**config.mk**
```make
export PLATFORM = sky130hd
export DESIGN_NAME = sev_seg_scan_flat
export DESIGN_NICKNAME = d
export VERILOG_FILES = /design/src/rtl/sev_seg_scan_pkg.sv /design/src/rtl/sev_seg_scan_if.sv /design/src/rtl/sev_seg_lz_mask.sv /design/src/rtl/sev_seg_scan.sv /design/src/flat_wrapper.sv
export SDC_FILE = /design/constraint.sdc
export NUM_CORES = 1
export LEC_CHECK = 0
export ABC_AREA = 0
export BUFFER_PORTS_ARGS = -buffer_cell sky130_fd_sc_hd__buf_2
export CAP_MARGIN = 15
export CORE_ASPECT_RATIO = 0.8
export CORE_MARGIN = 3
export CORE_UTILIZATION = 35
export CTS_CLUSTER_DIAMETER = 40
export DETAILED_ROUTE_END_ITERATION = 8
export PLACE_DENSITY = 0.52
export REMOVE_ABC_BUFFERS = 1
export SLEW_MARGIN = 10
export SYNTH_ARGS = -nofsm -noshare
export SYNTH_HDL_FRONTEND = slang
export SYNTH_SLANG_ARGS = --single-unit
```
**constraint.sdc**
```tcl
create_clock -name clk -period 7.3 [get_ports clk]
set_clock_uncertainty 0.05 [all_clocks]
set_input_delay 0.73 -clock clk [delete_from_list [all_inputs] [get_ports clk]]
set_output_delay 0.73 -clock clk [all_outputs]
set_load 0.01 [all_outputs]
```
**src/rtl/sev_seg_scan_pkg.sv**
```systemverilog
// Shared types and constants for the seven-segment scanner.
// Digit values, anode polarity and the two scan phases live here.
package sev_seg_pkg;

    typedef logic [3:0] bcd_t;

    localparam bcd_t BCD_MAX = 4'd9;
    localparam logic AN_OFF  = 1'b1;

    typedef enum logic [0:0] {
        DEAD = 1'b0,
        ON   = 1'b1
    } scan_phase_t;

endpackage

```
**src/rtl/sev_seg_scan_if.sv**
```systemverilog
// Frame-load handshake between a producer and the seven-segment scanner.
interface sev_seg_scan_if #(
    parameter int NUM_DIGITS = 4
);
    logic                    load_valid;
    logic                    load_ready;
    logic [4*NUM_DIGITS-1:0] load_digits;

    modport master (output load_valid, output load_digits, input load_ready);
    modport slave  (input load_valid, input load_digits, output load_ready);
endinterface

```
**src/rtl/sev_seg_lz_mask.sv**
```systemverilog
// Per-digit suppress mask: invalid BCD values, plus leading zeros when blanking
// is enabled. Digit 0 is only ever suppressed for being invalid.
module sev_seg_lz_mask
    import sev_seg_pkg::*;
#(
    parameter int NUM_DIGITS = 4
) (
    input  bcd_t [NUM_DIGITS-1:0] digits,
    input  logic                  blank_lz,
    output logic [NUM_DIGITS-1:0] suppress
);

    // zero_from[i] is set when digits NUM_DIGITS-1 down to i are all zero
    logic [NUM_DIGITS:1] zero_from;

    assign zero_from[NUM_DIGITS] = 1'b1;

    for (genvar gi = 0; gi < NUM_DIGITS; gi++) begin : g_digit
        if (gi == 0) begin : g_lsd
            assign suppress[gi] = (digits[gi] > BCD_MAX);
        end else begin : g_upper
            assign zero_from[gi] = zero_from[gi+1] && (digits[gi] == 4'd0);
            assign suppress[gi]  = (digits[gi] > BCD_MAX) || (blank_lz && zero_from[gi]);
        end
    end

endmodule

```
**src/rtl/sev_seg_scan.sv**
```systemverilog
// Time-multiplexed seven-segment scanner: per-digit DEAD/ON slots, a pending
// frame buffer committed only at frame end, and registered data/anode outputs.
module sev_seg_scan
    import sev_seg_pkg::*;
#(
    parameter int NUM_DIGITS  = 4,
    parameter int DEAD_CYCLES = 4,
    parameter int ON_CYCLES   = 1000
) (
    input  logic                  clk,
    input  logic                  rst,
    sev_seg_scan_if.slave         load,
    input  logic                  blank_lz,
    output bcd_t                  data,
    output logic [NUM_DIGITS-1:0] an
);

    localparam int MAX_CYC = (DEAD_CYCLES > ON_CYCLES) ? DEAD_CYCLES : ON_CYCLES;
    localparam int CNT_W   = (MAX_CYC > 1) ? $clog2(MAX_CYC) : 1;
    localparam int IDX_W   = (NUM_DIGITS > 1) ? $clog2(NUM_DIGITS) : 1;

    scan_phase_t           phase_reg, phase_next;
    logic [CNT_W-1:0]      cnt_reg, cnt_next;
    logic [IDX_W-1:0]      idx_reg, idx_next;
    bcd_t                  data_reg, data_next;
    logic [NUM_DIGITS-1:0] an_reg, an_next;
    logic                  supp_reg, supp_next;
    logic                  ready_reg, ready_next;
    bcd_t [NUM_DIGITS-1:0] disp_reg, disp_next;
    bcd_t [NUM_DIGITS-1:0] pend_reg, pend_next;
    logic                  full_reg, full_next;
    logic [NUM_DIGITS-1:0] suppress;

    // Right after reset ready is low with nothing pending; that one cycle only
    // arms the handshake and starts the digit 0 slot.
    logic init, end_dead, end_on, last_digit, commit, xfer, slot_start;

    assign init       = !ready_reg && !full_reg;
    assign end_dead   = (phase_reg == DEAD) && (cnt_reg == CNT_W'(DEAD_CYCLES - 1));
    assign end_on     = (phase_reg == ON) && (cnt_reg == CNT_W'(ON_CYCLES - 1));
    assign last_digit = (idx_reg == IDX_W'(NUM_DIGITS - 1));
    assign commit     = !init && end_on && last_digit && full_reg;
    assign xfer       = load.load_valid && ready_reg;
    assign slot_start = init || end_on;

    always_comb begin
        phase_next = phase_reg;
        cnt_next   = cnt_reg;
        idx_next   = idx_reg;
        if (init) begin
            phase_next = DEAD;
            cnt_next   = '0;
            idx_next   = '0;
        end else if (end_dead) begin
            phase_next = ON;
            cnt_next   = '0;
        end else if (end_on) begin
            phase_next = DEAD;
            cnt_next   = '0;
            idx_next   = last_digit ? '0 : idx_reg + IDX_W'(1);
        end else begin
            cnt_next = cnt_reg + CNT_W'(1);
        end
    end

    // The mask sees the display as it will be after this edge, so a commit is
    // visible in the very next slot.
    assign disp_next = commit ? pend_reg : disp_reg;

    sev_seg_lz_mask #(.NUM_DIGITS(NUM_DIGITS)) u_lz_mask (
        .digits   (disp_next),
        .blank_lz (blank_lz),
        .suppress (suppress)
    );

    always_comb begin
        supp_next  = supp_reg;
        data_next  = data_reg;
        ready_next = ready_reg;
        pend_next  = pend_reg;
        full_next  = full_reg;
        an_next    = {NUM_DIGITS{AN_OFF}};
        if (slot_start) begin
            supp_next = suppress[idx_next];
            data_next = supp_next ? 4'd0 : disp_next[idx_next];
        end
        if (phase_next == ON && !supp_next)
            an_next[idx_next] = 1'b0;
        if (init || commit) begin
            ready_next = 1'b1;
            full_next  = 1'b0;
        end
        if (xfer) begin
            pend_next  = load.load_digits;
            full_next  = 1'b1;
            ready_next = 1'b0;
        end
    end

    always_ff @(posedge clk) begin
        if (rst) begin
            phase_reg <= DEAD;
            cnt_reg   <= '0;
            idx_reg   <= '0;
            data_reg  <= '0;
            an_reg    <= {NUM_DIGITS{AN_OFF}};
            supp_reg  <= 1'b0;
            ready_reg <= 1'b0;
            disp_reg  <= '0;
            pend_reg  <= '0;
            full_reg  <= 1'b0;
        end else begin
            phase_reg <= phase_next;
            cnt_reg   <= cnt_next;
            idx_reg   <= idx_next;
            data_reg  <= data_next;
            an_reg    <= an_next;
            supp_reg  <= supp_next;
            ready_reg <= ready_next;
            disp_reg  <= disp_next;
            pend_reg  <= pend_next;
            full_reg  <= full_next;
        end
    end

    assign data            = data_reg;
    assign an              = an_reg;
    assign load.load_ready = ready_reg;

endmodule

```
**src/flat_wrapper.sv**
```systemverilog
// flat-port wrapper written by rule: the top's interface ports become plain ports
module sev_seg_scan_flat import sev_seg_pkg::*;
#(
    parameter int NUM_DIGITS  = 4,
    parameter int DEAD_CYCLES = 4,
    parameter int ON_CYCLES   = 1000
)
  (clk, rst, blank_lz, data, an, load_load_valid, load_load_digits, load_load_ready);
  sev_seg_scan_if #(.NUM_DIGITS(NUM_DIGITS)) load_i ();
  input  logic clk;
  input  logic rst;
  input  logic blank_lz;
  output bcd_t data;
  output logic [NUM_DIGITS-1:0] an;
  input wire logic [$bits(load_i.load_valid)-1:0] load_load_valid;
  input wire logic [$bits(load_i.load_digits)-1:0] load_load_digits;
  output wire logic [$bits(load_i.load_ready)-1:0] load_load_ready;
  assign load_i.load_valid = load_load_valid;
  assign load_i.load_digits = load_load_digits;
  assign load_load_ready = load_i.load_ready;
  sev_seg_scan #(.NUM_DIGITS(NUM_DIGITS), .DEAD_CYCLES(DEAD_CYCLES), .ON_CYCLES(ON_CYCLES)) u_core (.clk(clk), .rst(rst), .load(load_i), .blank_lz(blank_lz), .data(data), .an(an));
endmodule
```
==> flow_summary.yaml, run 1 <==
layout:
  nets: 345
  final_common_cell: "nand2_1"
  area_growth_pct: 11.1
  diodes: 0
  most-common-layout-cells: "nand2_1, dfxtp_1, nor2_1"
  nFillCells: 738
  drive_gt1_frac: 0.173
  final_area_um2: 2860
routing:
  drt_drc_violations_left: 0
  drt-vias-per-instance: 5.00
  routed_wl_um: 5580
  drt_pass1_iterations: 4
  ant_nets: 0
  vias: 2055
  drtIter0Drc: 88
  detail_route.wl_per_cell_um: 13.6
grt:
  grt_overflow: 0
  antenna_found_initial: 0
  grt_pass1_wl_um: 9570
  groute.usage.overall: 0.145
  grt_pass1_vias: 1934
  grt_max_degree: 40
clock_network:
  cts_buffer_depth: 2
  path_clk_slew_ns: 0.09
  h-tree-depth: 2
  root_buffer: "clkbuf_8"
  post_cts_buffers: 0
  cts_num_sinks: 56
  cts-resized-gates: 0
  clock_latency_ns: 0.31
  postCtsHoldBufs: 0
  numCtsBuffers: 5
  cts_tree: "built"
sta:
  maxSlewViolCount: 0
  tightest_slew_ns: 0.723
  tns_ns: 0
  hold_viol: 0
  max_freq_mhz: 325
  post-route-min-period_ns: 3.07
  period_share: 0.421
  grt_setup_unrepaired: "no"
  slew_headroom: 0.509
  setup_violations: 0
min_path:
  hp-class: "reg -> reg"
  worst_hold_path.num_cells: 1
  hp-start: "u_core.cnt_reg[0]"
  hold_end: "u_core.cnt_reg[0]"
setup_path:
  crit_required_ns: 7.49
  critPathKind: "reg -> reg"
  crit_fanout: 13
  rrSetupSlack_ns: 4.23
  crit_path_start_kind: "register"
  arrival_ns: 3.27
  rr_endpoint: "u_core.data[3]"
  r2r-start: "u_core.cnt_reg[0]"
  cp-end-kind: "register"
  ff2ff_path_depth: 8
synthesis:
  synth_area_um2: 2580
  syn_inst: 302
  synthDistinctLibCells: 48
  synth-seq-cells: 56
  yosysSeqAreaShare: 0.435
  ys_warn_count: 0
  ys.flop_type: "dfxtp_1"
  synth-edff-count: 0
  syn_area_per_cell_um2: 8.53
  async_reset_ff_frac: 0
die:
  start_util: 0.367
  dieArea_um2: 8430
  die_h_um: 82.7
  core-area_um2: 7030
  die_w_um: 102
  ioPinCount: 29
  std_cell_rows: 27
flow_run:
  cap_viol_max_count: 0
placement:
  io_buffers: 28
  dp_hpwl_um: 4000
  dpl_cell_area_um2: 2750
  routabilityCongestion: 0.803
pwr:
  peakVddDrop_uv: 81.3
  power.density_nw_per_um2: 193
  leakagePower_uw: 0.00108
  total_power_uw: 552
run_status:
  status: "finished, final reports clean"
-- through the flow --
step | util | hold slack [ns] | worst slack (ns) | instances
2_1_floorplan | - | 0.363 | 4.60 | 288
3_3_place_gp | 0.392 | 0.373 | 4.33 | 403
3_5_place_dp | 0.392 | 0.384 | 4.20 | 403
4_1_cts | 0.407 | 0.399 | 4.19 | 411
5_1_grt | 0.407 | 0.433 | 3.88 | 411
6_report | 0.407 | 0.397 | 4.23 | 411
-- cell type report --
class                           instances  area (um^2)  area share
Multi-Input combinational cell        229         1370       0.479
Clock inverter                          3         42.5      0.0149
Sequential cell                        56         1120       0.392
Tap cell                               87          109      0.0380
Clock buffer                            5         68.8      0.0240
Timing Repair Buffer                   28          140      0.0490
Inverter                                3         11.3     0.00393
-- cells by family after synthesis --
group / share of synthesized area
AOI/OAI and AO/OA: 0.143
xor gates and xnor gates: 0.0272
adders and majority gates: 0.00971
buffers and inverters: 0.0330
DFF: 0.435
muxes: 0.0758
and+or+nand+nor: 0.276
-- power breakdown --
group          switching, uW  leakage [uW]  internal [uW]  total (uW)
combinational           20.8      0.000573           12.0        32.8
sequential              5.38      0.000454            312         317
clock                   99.9     0.0000541            102         202
-- critical path, stage by stage, from the launching register on --
cell,delay [ns]
dfxtp_1,0.36
ha_1,0.26
nor3b_4,0.30
and3_1,0.52
mux2i_2,0.70
nor3b_1,0.19
o31ai_4,0.29
nand4b_2,0.18
o21ai_1,0.15
-- cells in the mapped netlist, types with 2 or more instances --
cell type	number	area (um^2)
nand2_1	69	259
nor2_1	33	124
inv_1	3	11.3
xor2_1	6	52.6
nand3b_1	3	22.5
a21oi_1	30	150
and4_4	2	22.5
dfxtp_1	56	1120
nand4_1	2	12.5
ha_1	2	25.0
nor4_1	2	12.5
o21ai_0	4	20.0
buf_2	2	10.0
and3_1	3	18.8
a211oi_1	5	37.5
mux2_2	3	33.8
o21ai_1	5	25.0
and2_1	4	25.0
clkbuf_1	10	37.5
xnor2_1	2	17.5
nand3_1	9	45.0
mux2i_1	11	110
nor3_1	8	40.0
or3_1	4	25.0
-- layer usage --
layer / global-route usage / routed length, um
met4: 0.0354 / 44
met5: 0 / 0
met2: 0.199 / 2220
met3: 0.0311 / 221
met1: 0.225 / 3100
-- worst max-delay path by stage --
stage                           start        endpoint  slack (ns)
floorplan           u_core.cnt_reg[0]  u_core.data[1]        4.60
global placement    u_core.cnt_reg[0]  u_core.data[1]        4.33
detailed placement  u_core.cnt_reg[0]  u_core.data[3]        4.20
CTS                 u_core.cnt_reg[0]  u_core.data[2]        4.19
global route        u_core.cnt_reg[0]  u_core.data[1]        3.88
finish              u_core.cnt_reg[0]  u_core.data[3]        4.23
No activity file was read; power rests on OpenSTA's default activity.
==> inputs of run 2 (changes only) <==
--- a/config.mk
+++ b/config.mk
@@ -5,7 +5,7 @@
 export SDC_FILE = /design/constraint.sdc
 export NUM_CORES = 1
 export LEC_CHECK = 0
-export ABC_AREA = 0
+export ABC_AREA = 1
 export BUFFER_PORTS_ARGS = -buffer_cell sky130_fd_sc_hd__buf_2
 export CAP_MARGIN = 15
 export CORE_ASPECT_RATIO = 0.8
@@ -13,7 +13,7 @@
 export CORE_UTILIZATION = 35
 export CTS_CLUSTER_DIAMETER = 40
 export DETAILED_ROUTE_END_ITERATION = 8
-export PLACE_DENSITY = 0.52
+export PLACE_DENSITY = 0.54
 export REMOVE_ABC_BUFFERS = 1
 export SLEW_MARGIN = 10
 export SYNTH_ARGS = -nofsm -noshare
==> constraint.sdc (replaced) <==
create_clock -name clk -period 2.7 [get_ports clk]
set_clock_uncertainty 0.05 [all_clocks]
set_input_delay 0.27 -clock clk [delete_from_list [all_inputs] [get_ports clk]]
set_output_delay 0.27 -clock clk [all_outputs]
set_load 0.01 [all_outputs]
==> flow_summary.yaml, run 2 <==
setup_path:
  cp.depth: 14
  rr_endpoint: "u_core.data[2]"
  path_cells: "ha_1, nand2_1, nor2_4, nand3_4, nand2_1, nand2_1, inv_1, nand2_1, nor2_1, nand3_1, nand2_1, nand2_2, nand3_1, nand2_1"
  crit_fanout: 14
  crit_path_start_kind: "register"
  crit_family: "simple AND/OR/NAND/NOR gates"
  crit_top_cell: "nand2_1"
  ff2ff_path_depth: 14
  startpoint: "u_core.cnt_reg[0]"
  r2r-start: "u_core.cnt_reg[0]"
  arrival_ns: 2.55
  cp-end-kind: "register"
  crit_required_ns: 2.86
  worst_path_largest_cell_delay_ns: 0.36
  rrSetupSlack_ns: 0.31
  critPathBufInv: 1
  worst_path_max_delay_cell: "dfxtp_1"
  endpoint: "u_core.data[2]"
  critPathKind: "reg -> reg"
synthesis:
  ys_warn_count: 0
  syn_area_per_cell_um2: 7.28
  synth.most_common_cell: "nand2_1"
  async_reset_ff_frac: 0
  synthDistinctLibCells: 35
  yosysSeqAreaShare: 0.439
  netlist.area_leader.share: 0.439
  synth-seq-cells: 56
  synth_common_cells: "nand2_1, nor2_1, dfxtp_1"
  synth-edff-count: 0
  syn_inst: 351
  ys.flop_type: "dfxtp_1"
  synth.largest_area_cell: "dfxtp_1"
  synth_area_um2: 2560
  synthTopCellsByArea: "dfxtp_1, nand2_1, nor2_1"
layout:
  drive_gt1_frac: 0.191
  final_common_cell: "nand2_1"
  most-common-layout-cells: "nand2_1, nor2_1, dfxtp_1"
  finish.utilization: 0.413
  area_growth_pct: 13.0
  nFillCells: 749
  diodes: 0
  nets: 403
min_path:
  hp-start: "load_load_digits[6]"
  hp-class: "in -> reg"
routing:
  detail_route.wl_per_cell_um: 12.1
  routed_wl_um: 5690
  ant_nets: 0
  drt-vias-per-instance: 4.73
  vias: 2220
  drt_pass1_iterations: 4
  drt_drc_violations_left: 0
  drtIter0Drc: 79
sta:
  tns_ns: 0
  max_freq_mhz: 418
  hold_viol: 0
  maxSlewViolCount: 0
  period_share: 0.886
  setup_violations: 0
  grt_setup_unrepaired: "no"
  finalHoldWorstSlack_ns: 0.163
  tightest_slew_ns: 0.549
  post-route-min-period_ns: 2.39
  slew_headroom: 0.633
pwr:
  power.density_nw_per_um2: 517
  leakagePower_uw: 0.00126
  peakVddDrop_uv: 251
die:
  core-area_um2: 6990
  start_util: 0.366
  std_cell_rows: 27
  ioPinCount: 29
  dieArea_um2: 8370
  die_h_um: 82.4
  die_w_um: 102
grt:
  grt_pass1_wl_um: 9390
  grt_max_degree: 26
  grt_pass1_vias: 2054
  antenna_found_initial: 0
  grt_overflow: 0
  groute.usage.overall: 0.141
clock_network:
  numCtsBuffers: 5
  cts_tree: "built"
  path_clk_slew_ns: 0.09
  root_buffer: "clkbuf_8"
  h-tree-depth: 2
  cts_buffer_depth: 2
  clock_latency_ns: 0.30
  cts_num_sinks: 56
  postCtsHoldBufs: 0
flow_run:
  cap_viol_max_count: 0
placement:
  routabilityCongestion: 0.855
  io_buffers: 28
  dp_hpwl_um: 4100
run_status:
  status: "finished, final reports clean"
run 2: stage by stage:
stage | total power, uW | setup slack, ns | cells | cell area, um^2
after global routing | 1570 | 0.0147 | 469 | 2890
after global placement | 977 | 0.318 | 459 | 2760
after CTS | 1520 | 0.190 | 467 | 2870
final | 1490 | 0.308 | 469 | 2890
after detailed placement | 979 | 0.200 | 459 | 2760
after floorplan | 936 | 0.564 | 340 | 2480
run 2: timing repair:
item,in CTS,in global routing
buffers inserted,0,0
setup endpoints to repair,0,5
gates resized for setup,0,1
run 2: worst register-to-register path: cells and delay by family, from the launching register on:
kind,cells,cell delay (ns)
flops,1,0.36
simple gates,12,1.63
buf+inv,1,0.08
fa+ha+maj,1,0.19
run 2: logic make-up after synthesis:
group,count (synthesis),synth area share
flops,56,0.439
buf+inv,52,0.0891
fa+ha+maj,2,0.00979
simple gates,192,0.348
xor+xnor,2,0.00685
compound gates,47,0.108
run 2: worst min-delay path by stage:
stage | end | cells past startpoint
floorplan | u_core.full_reg | 1
global placement | u_core.cnt_reg[0] | 1
detailed placement | u_core.cnt_reg[0] | 1
CTS | u_core.pend_reg[6] | 3
global route | u_core.pend_reg[9] | 3
finish | u_core.pend_reg[6] | 3
run 2: cell type report:
cell class,instances,area (um^2),area share
timing repair buffer,33,175,0.0606
clock buffer,6,72.6,0.0251
multi-input combinational,244,1220,0.421
tap,87,109,0.0377
inverter,41,159,0.0550
clock inverter,2,35.0,0.0121
sequential,56,1120,0.388
run 2: per-layer routing:
| layer | global-route usage | share of wire | vias to the layer above |
|---|---|---|---|
| met4 | 0.0359 | 0.010 | 0 |
| met3 | 0.0311 | 0.039 | 7 |
| li1 | - | - | 1177 |
| met2 | 0.217 | 0.41 | 31 |
| met1 | 0.201 | 0.54 | 1005 |
| met5 | 0 | 0 | - |
run 2: power by group:
part	switching [uW]	internal [uW]	total (uW)
Clock	259	276	535
Sequential	14.1	849	863
Combinational	60.6	34.8	95.4
Total	334	1160	1490
